--- config.mk ---
export PLATFORM = sky130hd
export DESIGN_NAME = imem_boot_loader
export DESIGN_NICKNAME = d
export VERILOG_FILES = /design/src/rtl/boot_pkg.sv /design/src/rtl/byte_word_assembler.sv /design/src/rtl/imem_boot_loader.sv
export SDC_FILE = /design/constraint.sdc
export NUM_CORES = 1
export LEC_CHECK = 0
export BUFFER_PORTS_ARGS = -buffer_cell sky130_fd_sc_hd__buf_4
export CAP_MARGIN = 20
export CORE_MARGIN = 1
export CORE_UTILIZATION = 62
export DETAILED_ROUTE_END_ITERATION = 6
export PLACE_DENSITY_LB_ADDON = 0.25
export SLEW_MARGIN = 20
export SYNTH_ARGS = -nofsm -noshare
export SYNTH_HDL_FRONTEND = slang
export SYNTH_SLANG_ARGS = --single-unit
--- constraint.sdc ---
create_clock -name Clk -period 4.6 [get_ports Clk]
set_input_delay 0.92 -clock Clk [delete_from_list [all_inputs] [get_ports Clk]]
set_output_delay 0.92 -clock Clk [all_outputs]
set_load 0.02 [all_outputs]
--- src/rtl/boot_pkg.sv ---
// Shared types and constants for the instruction-memory boot loader.
package boot_pkg;

  // Loader sequencing: length header, payload words, checksum, reset hold, run or fail.
  typedef enum logic [2:0] {
    LEN_HI = 3'd0,
    LEN_LO = 3'd1,
    DATA   = 3'd2,
    CHK    = 3'd3,
    HOLD   = 3'd4,
    RUN    = 3'd5,
    ERR    = 3'd6
  } boot_state_t;

  localparam int BYTES_PER_WORD = 4;
  localparam int LEN_BYTES      = 2;

endpackage

--- src/rtl/byte_word_assembler.sv ---
// Collects four stream bytes, MSB first, into a 32-bit word and flags each
// completed word with a one-cycle word_valid. The word register holds its
// value between completions so it can drive the memory data bus directly.
module byte_word_assembler
  import boot_pkg::*;
(
  input  logic        clk,
  input  logic        srst,
  input  logic        byte_valid,
  input  logic [7:0]  byte_data,
  output logic        word_last,
  output logic        word_valid,
  output logic [31:0] word_data
);

  logic [1:0]  cnt_reg;
  logic [23:0] shift_reg;
  logic        word_valid_reg;
  logic [31:0] word_reg;

  // The next accepted byte completes the current word.
  assign word_last  = (cnt_reg == 2'(BYTES_PER_WORD - 1));
  assign word_valid = word_valid_reg;
  assign word_data  = word_reg;

  // Shift bytes in, count them, and publish the word on the fourth byte.
  always_ff @(posedge clk) begin
    if (srst) begin
      cnt_reg        <= '0;
      shift_reg      <= '0;
      word_valid_reg <= 1'b0;
      word_reg       <= '0;
    end else begin
      word_valid_reg <= 1'b0;
      if (byte_valid) begin
        cnt_reg   <= cnt_reg + 2'd1;
        shift_reg <= {shift_reg[15:0], byte_data};
        if (word_last) begin
          word_valid_reg <= 1'b1;
          word_reg       <= {shift_reg, byte_data};
        end
      end
    end
  end

endmodule

--- src/rtl/imem_boot_loader.sv ---
// Boot loader: parses a length-prefixed byte image, writes it to instruction
// memory from word 0, verifies an XOR checksum and then releases the CPU reset
// after a short hold. Any framing or checksum problem parks it in ERR with the
// CPU held in reset.
module imem_boot_loader
  import boot_pkg::*;
#(
  parameter int ADDR_W   = 10,
  parameter int RST_HOLD = 4
) (
  input  logic              Clk,
  input  logic              Rst,
  input  logic              rx_valid,
  input  logic [7:0]        rx_data,
  output logic              rx_ready,
  output logic              imem_we,
  output logic [ADDR_W-1:0] imem_addr,
  output logic [31:0]       imem_wdata,
  output logic              cpu_rst,
  output logic              done,
  output logic              error
);

  // Word counter is one bit wider than the address so a full-memory image
  // (N == 2^ADDR_W) reaches its final count without wrapping.
  localparam int          CNT_W    = ADDR_W + 1;
  localparam logic [31:0] CAPACITY = 32'd1 << ADDR_W;

  boot_state_t       state_reg, state_next;
  logic              rx_ready_reg, rx_ready_next;
  logic [ADDR_W-1:0] imem_addr_reg, imem_addr_next;
  logic              cpu_rst_reg, cpu_rst_next;
  logic              done_reg, done_next;
  logic              error_reg, error_next;
  logic [15:0]       len_reg, len_next;
  logic [CNT_W-1:0]  word_cnt_reg, word_cnt_next;
  logic [7:0]        acc_reg, acc_next;
  logic [7:0]        hold_cnt_reg, hold_cnt_next;

  logic              xfer;
  logic              data_byte;
  logic              word_last;
  logic              word_valid;
  logic [31:0]       word_data;
  logic [15:0]       len_in;
  logic [CNT_W-1:0]  word_cnt_inc;
  logic              last_word;

  assign xfer         = rx_valid && rx_ready_reg;
  assign data_byte    = xfer && (state_reg == DATA);
  assign len_in       = {len_reg[15:8], rx_data};
  assign word_cnt_inc = word_cnt_reg + CNT_W'(1);
  assign last_word    = ({{(32 - CNT_W){1'b0}}, word_cnt_inc} == {16'h0000, len_reg});

  byte_word_assembler u_assembler (
    .clk        (Clk),
    .srst       (Rst),
    .byte_valid (data_byte),
    .byte_data  (rx_data),
    .word_last  (word_last),
    .word_valid (word_valid),
    .word_data  (word_data)
  );

  // A word completing in the same cycle Rst is asserted must not reach memory.
  assign imem_we    = word_valid && !Rst;
  assign imem_addr  = imem_addr_reg;
  assign imem_wdata = word_data;
  assign rx_ready   = rx_ready_reg;
  assign cpu_rst    = cpu_rst_reg;
  assign done       = done_reg;
  assign error      = error_reg;

  // State and datapath registers.
  always_ff @(posedge Clk) begin
    if (Rst) begin
      state_reg     <= LEN_HI;
      rx_ready_reg  <= 1'b1;
      imem_addr_reg <= '0;
      cpu_rst_reg   <= 1'b1;
      done_reg      <= 1'b0;
      error_reg     <= 1'b0;
      len_reg       <= '0;
      word_cnt_reg  <= '0;
      acc_reg       <= '0;
      hold_cnt_reg  <= '0;
    end else begin
      state_reg     <= state_next;
      rx_ready_reg  <= rx_ready_next;
      imem_addr_reg <= imem_addr_next;
      cpu_rst_reg   <= cpu_rst_next;
      done_reg      <= done_next;
      error_reg     <= error_next;
      len_reg       <= len_next;
      word_cnt_reg  <= word_cnt_next;
      acc_reg       <= acc_next;
      hold_cnt_reg  <= hold_cnt_next;
    end
  end

  // Next-state decision.
  always_comb begin
    state_next = state_reg;
    case (state_reg)
      LEN_HI: if (xfer) state_next = LEN_LO;
      LEN_LO: begin
        if (xfer) begin
          if ({16'h0000, len_in} > CAPACITY) state_next = ERR;
          else if (len_in == 16'h0000)      state_next = CHK;
          else                              state_next = DATA;
        end
      end
      DATA:   if (word_valid && last_word) state_next = CHK;
      CHK:    if (xfer) state_next = (rx_data == acc_reg) ? HOLD : ERR;
      HOLD:   if (hold_cnt_reg == 8'(RST_HOLD - 1)) state_next = RUN;
      RUN:    state_next = RUN;
      ERR:    state_next = ERR;
      default: state_next = LEN_HI;
    endcase
  end

  // Registered outputs and datapath updates derived from state and next state.
  always_comb begin
    len_next       = len_reg;
    acc_next       = acc_reg;
    word_cnt_next  = word_cnt_reg;
    imem_addr_next = imem_addr_reg;
    hold_cnt_next  = '0;

    if (xfer && (state_reg == LEN_HI)) len_next[15:8] = rx_data;
    if (xfer && (state_reg == LEN_LO)) len_next[7:0]  = rx_data;
    if (data_byte) acc_next = acc_reg ^ rx_data;
    // Capture the address as the last byte lands so it lines up with the write.
    if (data_byte && word_last) imem_addr_next = word_cnt_reg[ADDR_W-1:0];
    if (word_valid) word_cnt_next = word_cnt_inc;
    if (state_reg == HOLD) hold_cnt_next = hold_cnt_reg + 8'd1;

    // Accept bytes only in stream states, and pause for the write cycle.
    rx_ready_next = ((state_next == LEN_HI) || (state_next == LEN_LO) ||
                     (state_next == DATA)   || (state_next == CHK)) &&
                    !(data_byte && word_last);
    cpu_rst_next  = (state_next != RUN);
    done_next     = (state_next == RUN);
    error_next    = (state_next == ERR);
  end

endmodule

# [Yosys cells after proc, flatten, opt, wreduce, memory -nomap -nowiden]
# Index checks and enable logic that the tools add are counted.
[classes] order_cmp=1 bitwise=3 n_mux=10 addsub=3 n_reduce_logical=19 eq_ne=16
[ops] cell="one-hot mux 3 bit (7 select lines)" n=1
[ops] cell="two-way mux 3 bit" n=6
[ops] cell="== test 11 x 16 -> 1 bit" n=1
[ops] cell="> comparator 16 x 11 -> 1 bit (second input constant)" n=1
[ops] cell="logical NOT 16 bit" n=1
[ops] cell="== test 3 bit (second input constant)" n=5
[ops] cell="== test 3 x 2 -> 1 bit (second input constant)" n=4
[ops] cell="adder 11 x 1 -> 11 bit (second input constant)" n=1
[ops] cell="adder 8 x 1 -> 8 bit (second input constant)" n=1
[ops] cell="== test 8 x 2 -> 1 bit (second input constant)" n=1
[ops] cell="== test 8 bit" n=1
[ops] cell="logical AND 1 bit" n=8
[ops] cell="bitwise XOR 8 bit" n=1
[ops] cell="== test 3 x 1 -> 1 bit (second input constant)" n=2
[ops] cell="logical NOT 3 bit" n=2
[ops] cell="OR reduction 2 bit" n=2
[ops] cell="logical OR 1 bit" n=3
[ops] cell="inequality test 3 bit (second input constant)" n=1
[ops] cell="adder 2 x 1 -> 2 bit (second input constant)" n=1
[ops] cell="== test 2 bit (second input constant)" n=1
[ops] cell="logical NOT 1 bit" n=2
[ops] cell="two-way mux 1 bit" n=2
[ops] cell="two-way mux 2 bit" n=1
[ops] cell="inverter 1 bit" n=2
[ops] cell="AND reduction 2 bit" n=1
[totals] input_bits=11 output_inout_bits=47 reg_bits=119

# [Depth between registers and ports, before layout]
# Gate-level depths: netlist of the first run.
[depth] depth_word=10 ltp_mapped=8 ltp_nobuf=6

# [Modules after synthesis]
# A second synthesis of the first run with hierarchy kept.
[unflattened] cells_unflattened=575 hier_area_um2=5282.6
[by_module_without_submodules] mod="imem_boot_loader" instances=1 cells_each=341 area_each_um2=2842.7
[by_module_without_submodules] mod="byte_word_assembler" instances=1 cells_each=234 area_each_um2=2439.8

# [Least setup slack after synthesis of the first run]
# No wires, ideal clock.
[synth_path] path_kind="input port to output port" startpoint="input Rst" endpoint="output imem_we" path_buffers=2 setup_slack_ps=2084 required_time_ps=3680 t_arrival_ps=1596 cell_stages=3 path_cell_list="clkbuf_1 -> clkbuf_1 -> nor2b_1"
[synth_between] elab_chain_cells=2
[synth_rtl] element="start, declared" line="imem_boot_loader.sv:12" text="input logic Rst,"
[synth_rtl] element="logical NOT 1 bit" line="imem_boot_loader.sv:66" text="assign imem_we = word_valid && !Rst;"
[synth_rtl] element="logical AND 1 bit" line="imem_boot_loader.sv:66"
[synth_rtl] element="end, declared" line="imem_boot_loader.sv:16" text="output logic imem_we,"
# Every way passes these cells.

# [Worst setup path in the final report of the first run]
[layout_path] startpoint="register state_reg[2]" endpoint="register imem_addr_reg[6], in the netlist imem_addr[6]"
[layout_between] elab_chain_cells=3
[layout_rtl] element="start, declared" line="imem_boot_loader.sv:29" text="boot_state_t state_reg, state_next;"
[layout_rtl] element="start signal, assigned" line="imem_boot_loader.sv:88" text="state_reg <= state_next;"
[layout_rtl] element="== test 3 x 2 -> 1 bit" line="imem_boot_loader.sv:50" text="assign data_byte = xfer && (state_reg == DATA);"
[layout_rtl] element="logical AND 1 bit" line="imem_boot_loader.sv:50"
[layout_rtl] element="logical AND 1 bit" line="imem_boot_loader.sv:134" text="if (data_byte && word_last) imem_addr_next = word_cnt_reg[ADDR_W-1:0];"
[layout_rtl] element="end signal, assigned" line="imem_boot_loader.sv:90" text="imem_addr_reg <= imem_addr_next;"
[layout_rtl] element="end, declared" line="imem_boot_loader.sv:31" text="logic [ADDR_W-1:0] imem_addr_reg, imem_addr_next;"
# Every way passes these cells.
# A chain may end at the register's enable or synchronous reset.

==> results of run 1 <==
synthesized netlist by cell type, drive strengths merged (3+ instances only):
| cell type | number | area, sq um |
|---|---|---|
| clkbuf | 25 | 93.8 |
| nand4 | 5 | 46.3 |
| xnor2 | 17 | 149 |
| o31a | 3 | 26.3 |
| inv | 7 | 26.3 |
| nor4 | 8 | 50.1 |
| nor3b | 4 | 40.0 |
| and3 | 4 | 25.0 |
| ha | 3 | 37.5 |
| nor2 | 50 | 188 |
| xor2 | 25 | 219 |
| or4 | 3 | 22.5 |
| mux2i | 8 | 80.1 |
| dfxtp | 119 | 2380 |
| a21oi | 78 | 390 |
| o21ai | 7 | 35.0 |
| nand3 | 22 | 110 |
| or3 | 4 | 25.0 |
| buf | 14 | 73.8 |
| nor3 | 3 | 15.0 |
| nand2 | 156 | 588 |
cell type report:
cell class | count | area [sq um] | share of cell area
flip-flops and latches | 119 | 2380 | 0.404
multi-input cells | 428 | 2270 | 0.385
repair buffers | 62 | 465 | 0.0788
clock buffers | 17 | 414 | 0.0702
clock inverters | 15 | 216 | 0.0367
well taps | 99 | 124 | 0.0210
inverters | 7 | 26.3 | 0.00445
worst reg2reg max path: cells and delay by family, from the launching register on:
| family | cells | cell delay (ns) |
|---|---|---|
| buffers and inverters | 2 | 0.65 |
| AND/OR/NAND/NOR | 4 | 1.38 |
| AO/OA/AOI/OAI | 1 | 0.14 |
| flip-flops | 1 | 0.40 |
kinds of logic (layout without fill, tap and decap cells):
logic type	Yosys count	count (layout)	synth area share
AO/OA/AOI/OAI	104	104	0.120
XOR/XNOR	42	42	0.0758
adder cells (fa/ha/maj)	3	3	0.00774
buffers and inverters	46	101	0.0400
flip-flops	119	119	0.491
multiplexers	8	8	0.0165
AND/OR/NAND/NOR	271	271	0.248
layer usage:
metal / vias to the layer above / wire length, microns / track usage / share of wire
li1: 2064 / - / - / -
met1: 2039 / 4920 / 0.370 / 0.43
met2: 169 / 5740 / 0.496 / 0.50
met3: 18 / 756 / 0.0606 / 0.065
met4: 0 / 156 / 0.0995 / 0.013
met5: - / 0 / 0 / 0
how the worst max path moves through the flow:
stage                               to  slack [ns]  depth (start not counted)
after floorplan                imem_we        2.08                          3
final                     imem_addr[6]        1.94                          7
after global routing      imem_addr[1]        1.76                          7
after CTS                 imem_addr[6]        1.96                          7
after detailed placement  imem_addr[6]        1.48                          8
after global placement    imem_addr[0]        1.57                          8
metrics by stage:
stage	setup WS, ns	cells	instance area [sq um]	utilization
after global routing	1.76	747	5900	0.797
final	1.94	747	5900	0.797
after CTS	1.96	747	5900	0.797
after detailed placement	1.48	715	5270	0.712
after global placement	1.57	715	5270	0.712
after floorplan	2.08	593	4850	-
power groups by stage:
stage / logic (mW) / clock network (mW) / registers [mW]
after floorplan: 0.135 / 0 / 1.10
after global placement: 0.169 / 0 / 1.11
after detailed placement: 0.175 / 0 / 1.11
after CTS: 0.179 / 1.40 / 1.09
after global routing: 0.196 / 1.46 / 1.09
final: 0.182 / 1.40 / 1.09
==> metrics.txt, run 1 <==
Max-Cap Viols 0; Post-route DRC 0; Post-Syn Instances around 600; crit-path max cell delay around 0.83 ns; CP most frequent cell buf_4; HPWL after DPL 7150 microns; Post-synth EDFFs 0; crit path kind reg2reg; IO Port Bufs 57; drt wl/cell approximately 15 microns; most common cell after layout, fill and taps aside nand2_1; ys async rst share 0; Yosys warning count 0; switching power 0.655 mW; post-route ant nets 0; hold_buf cts 0; initial DRC count 420; FF-to-FF path depth 7; initial antenna violation count 0; drt total wl 11600 microns; Worst R2R End imem_addr[6]; WP buf/inv 2; Skew-Pair Late Insertion Delay 0.52 ns; clk root buf clkbuf_8; GRT overflow 0; I/O pin count 58; hold slack 0.453 ns; Max clock buf depth 2; clock share of power 0.524; worst reg2reg setup slack just under 2 ns; worst rel slew slack 0.332; via count 4290; Slowest-stage cell, CP and2_1; crit start category register; Fmax 375 MHz; setup TNS 0 ns; switching part of the total 0.245; synthesized cell area 0.00485 sq mm; Worst Path Required around 5 ns; RSZ-0062 raised after global routing no; status complete, no violations; All-Layer GR Usage 0.292; origin of the critical flop-to-flop path state_reg[2]; worst hold path depth 2; Seq pwr share 0.408; vias per cell 5.74; first-pass GRT wire length 19200 microns; Seq/Total Area, Yosys 0.491; Die Footprint 0.00818 sq mm; vias in the first global route 4036; nets@finish 649; Worst IR Drop VDD 0.321 mV; Pint 2.02 mW; CTS resizes 0; initial core utilization 0.655; Reg clk slew, reported paths 0.06 ns; max-slew violation count 0; Post-CTS Setup Inserts 0; most frequent cells in the layout nand2_1, dfxtp_1, a21oi_1, buf_4, nor2_1; CP cell instances nand3b_1, nor3b_2, buf_4, and2_1, buf_4, nand2_1, a21oi_1; Pleak about 2.2 nW; ANT cells 0; combinational share of power 0.068; Synth Net Count 607; H-tree Lvls 4; Synth Area per Inst between 8 and 9 sq um; share of cells above drive strength 1 0.157; DRT Pass-1 Iters 5; post-synthesis register bit count around 120; Distinct cells, synth 49; Layout area overhead 21.7%; Hold WC Path Type reg2reg; setup violators final 0; CP startpoint state_reg[2]; slew at the pin with the worst max-slew slack 0.999 ns; max FFs per register 32; CTS buffer count 17; core area between 0.007 and 0.008 sq mm; Power Density 453 mW/mm^2; Hold Path End u_assembler.word_data[21]; Clock Skew 0.00689 ns; Tot Pwr 2.68 mW; Die Wd 90.5 microns; Core Rows 31; largest net degree at the start of global routing 79; Tmin final 2.66 ns; DIE HEIGHT around 90 microns; final period utilization 0.579; routability cong. a little under 0.9; crit-path max FO 29; fillcell total 475; worst hold path startpoint u_assembler.word_data[21]; Main synth FF type dfxtp_1; Worst Setup End Kind register; Sink Count 119; data arrival time of the critical path 3.10 ns; CTS tree built; crit-path leading delay family simple AND/OR/NAND/NOR gates; final hold violation count 0
Note: power is estimated with default switching activity, not from simulation.
==> inputs of run 2 (changes only) <==
--- a/config.mk
+++ b/config.mk
@@ -8,7 +8,7 @@
 export BUFFER_PORTS_ARGS = -buffer_cell sky130_fd_sc_hd__buf_4
 export CAP_MARGIN = 20
 export CORE_MARGIN = 1
-export CORE_UTILIZATION = 62
+export CORE_UTILIZATION = 57
 export DETAILED_ROUTE_END_ITERATION = 6
 export PLACE_DENSITY_LB_ADDON = 0.25
 export SLEW_MARGIN = 20
==> constraint.sdc (replaced) <==
create_clock -name Clk -period 2.7 [get_ports Clk]
set_input_delay 0.54 -clock Clk [delete_from_list [all_inputs] [get_ports Clk]]
set_output_delay 0.54 -clock Clk [all_outputs]
set_load 0.02 [all_outputs]
==> metrics.txt, run 2 (synthesis gave the netlist of run 1 again) <==
status complete, no violations; setup TNS 0 ns (unchanged); Post-Place Setup Slack 0.459 ns (-1.02 ns); crit path kind reg2reg; share of cells above drive strength 1 0.161 (+0.00388); vias in the first global route 3752 (-7.0%); I/O pin count 58 (unchanged); initial DRC count 213 (-49%); final core occ 0.718 (-0.0791); drt total wl 11000 microns (-4.9%); drt wl/cell 14.6 microns (-6.0%); Die Footprint 0.00888 sq mm (+8.6%); Max-Cap Viols 0 (unchanged); hold_buf cts 0 (unchanged); Sink Count 119 (unchanged); Power Density 738 mW/mm^2 (+63%); core area 0.00822 sq mm (+11%); Hold WC Path Type in2reg; CTS resizes 0 (unchanged); hold slack 0.310 ns (-0.143 ns); fin cells 756 (+1.2%); DIE HEIGHT 94.3 microns (+4.2%); Tmin final 2.29 ns (-0.375 ns); clock share of power 0.500 (-0.024); Post-CTS Setup Inserts 0 (unchanged); slew at the pin with the worst max-slew slack 0.685 ns (-0.315 ns); data arrival time of the critical path 2.71 ns (-0.39 ns); ANT cells 0 (unchanged); post-route ant nets 0 (unchanged); final period utilization 0.848 (+0.269); Worst Path Required 3.12 ns (-1.92 ns); Fmax 437 MHz (+16%); Skew-Pair Late Insertion Delay 0.52 ns (about the same); Reg clk slew, reported paths 0.06 ns (about the same); GRT overflow 0 (unchanged); switching power 1.09 mW (+66%); max FFs per register 32 (unchanged); Worst Setup End Kind register; routability cong. 0.911 (+2.1%); IO Port Bufs 57 (unchanged); Max clock buf depth 2 (unchanged); Pint 3.27 mW (+62%); CTS buffer count 17 (unchanged); DRT Pass-1 Iters 4 (-1); All-Layer GR Usage 0.263 (-0.0290); vias per cell 5.59 (-2.7%); nets@finish 653 (+0.62%); crit start category register; crit-path max cell delay 0.51 ns (-0.32 ns); H-tree Lvls 4 (unchanged); placed insts 725 (+1.4%); CTS tree built; RSZ-0062 raised after global routing no; combinational share of power 0.072 (+0.004); worst rel slew slack 0.542 (+0.210); setup ws final 0.411 ns (-1.53 ns); CP cell instances ha_1, inv_1, or3_1, a2111oi_2, o311ai_1, o32ai_1; Post-route DRC 0 (unchanged); crit-path max FO 10 (-66%); WP buf/inv 1 (-1); Layout area overhead 21.6%; largest net degree at the start of global routing 61 (-23%); Die Wd 94.3 microns (+4.2%); clk root buf clkbuf_8; initial core utilization 0.590 (-0.0644); most frequent cells in the layout nand2_1, dfxtp_1, a21oi_1, buf_4, nor2_1; via count 4226 (-1.5%); switching part of the total 0.249 (+0.00457); Slowest-stage cell, CP dfxtp_1; crit-path leading delay family compound AO/OA/AOI/OAI gates; HPWL after DPL 7370 microns (+3.1%); max-slew violation count 0 (unchanged); Clock Skew 0.0158 ns (+0.00895 ns); initial antenna violation count 0 (unchanged); setup violators final 0 (unchanged); most common cell after layout, fill and taps aside nand2_1; Pleak 2.18 nW (-0.35%); first-pass GRT wire length 18000 microns (-6.4%); Worst IR Drop VDD 0.437 mV (+36%); Core Rows 33 (+6.5%); Seq pwr share 0.428 (+0.020); final hold violation count 0 (unchanged)
-- run 2: cell count changes in the layout (fill, tap and decap cells not counted) --
cell / delta
clkinv_2: +2
clkinv_4: -2
buf_4: +3
buf_12: +1
bufinv_16: -2
inv_6: -2
clkinvlp_4: +2
clkbuf_8: +1
-- run 2: metrics by stage --
step | total power, mW | instance area (sq um)
3_5_place_dp | 2.20 | 5320
4_1_cts | 4.37 | 5900
3_3_place_gp | 2.20 | 5320
5_1_grt | 4.50 | 5900
2_1_floorplan | 2.11 | 4850
6_report | 4.35 | 5900
-- run 2: final cells by class --
| class | instances | area [sq um] |
|---|---|---|
| flip-flops and latches | 119 | 2380 |
| fillers | 626 | 2320 |
| multi-input cells | 428 | 2270 |
| repair buffers | 66 | 508 |
| clock buffers | 18 | 428 |
| clock inverters | 13 | 146 |
| well taps | 105 | 131 |
| inverters | 7 | 26.3 |
-- run 2: final timing paths --
kind,startpoint,endpoint,slack [ns],cells past startpoint
worst max register to register,word_cnt_reg[1],state_reg[0],0.41,6
worst min-delay path,rx_data[1],u_assembler.word_data[1],0.31,3
worst max-delay path,word_cnt_reg[1],state_reg[0],0.41,6
worst min register to register,u_assembler.shift_reg[21],u_assembler.word_data[29],0.45,2
-- run 2: tightest hold or removal path: stages --
cell     delay (ns)
buf_4          0.14
nand2_1        0.05
a21oi_1        0.05
-- run 2: power by group through the flow --
stage          sequential (mW)  combinational (mW)  clock, mW
6_report                  1.86               0.314       2.18
5_1_grt                   1.87               0.343       2.28
4_1_cts                   1.86               0.312       2.19
3_5_place_dp              1.90               0.307          0
3_3_place_gp              1.90               0.299          0
2_1_floorplan             1.88               0.230          0
-- run 2: metal layers --
layer,GRT usage,vias up,share of wire
li1,-,2079,-
met4,0.0962,0,0.011
met5,0,-,0
met1,0.350,1984,0.45
met2,0.412,150,0.48
met3,0.0639,13,0.060
==> inputs of run 3 (changes only) <==
==> constraint.sdc (replaced) <==
create_clock -name Clk -period 2.2 [get_ports Clk]
set_input_delay 0.44 -clock Clk [delete_from_list [all_inputs] [get_ports Clk]]
set_output_delay 0.44 -clock Clk [all_outputs]
set_load 0.02 [all_outputs]
==> metrics.txt, run 3 (synthesis gave the netlist of run 1 again) <==
status complete, no violations; routability cong. 0.937 (+2.8%); most common cell after layout, fill and taps aside nand2_1; I/O pin count 58 (unchanged); worst hold path startpoint Rst; initial DRC count 219 (+2.8%); crit-path max FO 10 (unchanged); Sink Count 119 (unchanged); Max clock buf depth 2 (unchanged); crit path kind reg2reg; worst hold path depth 2 (-1); Max-Cap Viols 0 (unchanged); Fmax 483 MHz (+11%); Hold WC Path Type in2reg; vias per cell 5.53 (-1.0%); max FFs per register 32 (unchanged); HPWL after DPL 7810 microns (+6.0%); Worst Path Required 2.63 ns (-0.49 ns); Layout area overhead 24.0%; most frequent cells in the layout nand2_1, dfxtp_1, a21oi_1, buf_4, nor2_1; placed insts 735 (+1.4%); CTS resizes 0 (unchanged); origin of the critical flop-to-flop path word_cnt_reg[2]; crit start category register; Post-route DRC 0 (unchanged); Die Footprint 0.00888 sq mm (unchanged); IO Port Bufs 57 (unchanged); final period utilization 0.941 (+0.0935); Reg clk slew, reported paths 0.06 ns (about the same); setup ws final 0.129 ns (-0.282 ns); Core Rows 33 (unchanged); final hold violation count 0 (unchanged); Power Density 921 mW/mm^2 (+25%); CTS tree built; worst rel slew slack 0.358 (-0.184); vias in the first global route 3938 (+5.0%); Clock Skew 0.0153 ns (-0.000516 ns); crit-path max cell delay 0.55 ns (+0.04 ns); data arrival time of the critical path 2.50 ns (-0.21 ns); Die Wd 94.3 microns (unchanged); Pleak 2.26 nW (+3.6%); setup TNS 0 ns (unchanged); via count 4244 (+0.43%); Worst Setup End Kind register; H-tree Lvls 4 (unchanged); All-Layer GR Usage 0.277 (+0.0139); initial antenna violation count 0 (unchanged); initial core utilization 0.590 (unchanged); DRT Pass-1 Iters 5 (+1); drt wl/cell 14.9 microns (+2.3%); Tmin final 2.07 ns (-0.218 ns); Worst IR Drop VDD 0.597 mV (+37%); drt total wl 11400 microns (+3.8%); hold_buf cts 0 (unchanged); Worst R2R End state_reg[0]; RSZ-0062 raised after global routing no; fin cells 767 (+1.5%); nets@finish 663 (+1.5%); Post-CTS Setup Inserts 0 (unchanged); CTS buffer count 17 (unchanged); CP cell instances nand4_4, or3_1, a2111oi_2, o311ai_1, o32ai_1; Post-Place Setup Slack 0.0977 ns (-0.361 ns); DIE HEIGHT 94.3 microns (unchanged); GRT overflow 0 (unchanged); setup violators final 0 (unchanged); post-route ant nets 0 (unchanged); max-slew violation count 0 (unchanged); core area 0.00822 sq mm (unchanged); slew at the pin with the worst max-slew slack 0.963 ns (+0.278 ns); FF-to-FF path depth 5 (-1); Slowest-stage cell, CP dfxtp_1; largest net degree at the start of global routing 101 (+66%); ANT cells 0 (unchanged); Hold Path End word_cnt_reg[10]; clk root buf clkbuf_8; Skew-Pair Late Insertion Delay 0.52 ns (about the same); worst reg2reg setup slack 0.13 ns (-0.28 ns); Tot Pwr 5.54 mW (+27%); hold slack 0.146 ns (-0.164 ns); first-pass GRT wire length 18700 microns (+4.0%); share of cells above drive strength 1 0.175 (+0.0139)
-- run 3: cell count changes in the layout (fill, tap and decap cells not counted), sizes merged --
cell / previous run / this run
bufinv: 2 / 3
buf: 66 / 76
inv: 11 / 13
clkinv: 3 / 4
clkinvlp: 4 / 1
-- run 3: per-stage QoR --
stage	instance area, sq um	utilization
6_report	6010	0.732
5_1_grt	6010	0.732
4_1_cts	6010	0.732
3_5_place_dp	5400	0.657
3_3_place_gp	5400	0.657
2_1_floorplan	4850	-
-- run 3: layer usage --
| layer | GRT usage | vias up | routed length (microns) | share of wire |
|---|---|---|---|---|
| met5 | 0 | - | 0 | 0 |
| met4 | 0.127 | 0 | 262 | 0.023 |
| met3 | 0.0769 | 24 | 606 | 0.053 |
| met2 | 0.440 | 133 | 5550 | 0.49 |
| met1 | 0.348 | 1996 | 5000 | 0.44 |
| li1 | - | 2091 | - | - |
-- run 3: worst max path at each step --
stage	start	cells past startpoint	endpoint
2_1_floorplan	word_cnt_reg[0]	7	state_reg[0]
3_3_place_gp	rx_data[6]	6	cpu_rst
3_5_place_dp	rx_data[2]	6	cpu_rst
4_1_cts	word_cnt_reg[2]	5	state_reg[0]
5_1_grt	word_cnt_reg[2]	5	state_reg[0]
6_report	word_cnt_reg[2]	5	state_reg[0]
-- run 3: power by group --
| group | internal (mW) | total (mW) | leakage, nW | switching [mW] |
|---|---|---|---|---|
| clock | 1.79 | 2.84 | 0.299 | 1.06 |
| sequential | 2.22 | 2.29 | 0.961 | 0.0714 |
| combinational | 0.163 | 0.405 | 1.00 | 0.242 |
-- run 3: layout make-up --
cell class | count | area [sq um]
clock inverters | 14 | 188
fillers | 607 | 2200
clock buffers | 18 | 428
inverters | 7 | 26.3
repair buffers | 76 | 583
flip-flops and latches | 119 | 2380
well taps | 105 | 131
multi-input cells | 428 | 2270
-- run 3: worst max-delay path: cells and delay by family, from the launching register on --
family	cells	cell delay (ns)
compound gates	3	0.84
flops	1	0.55
simple gates	2	0.59
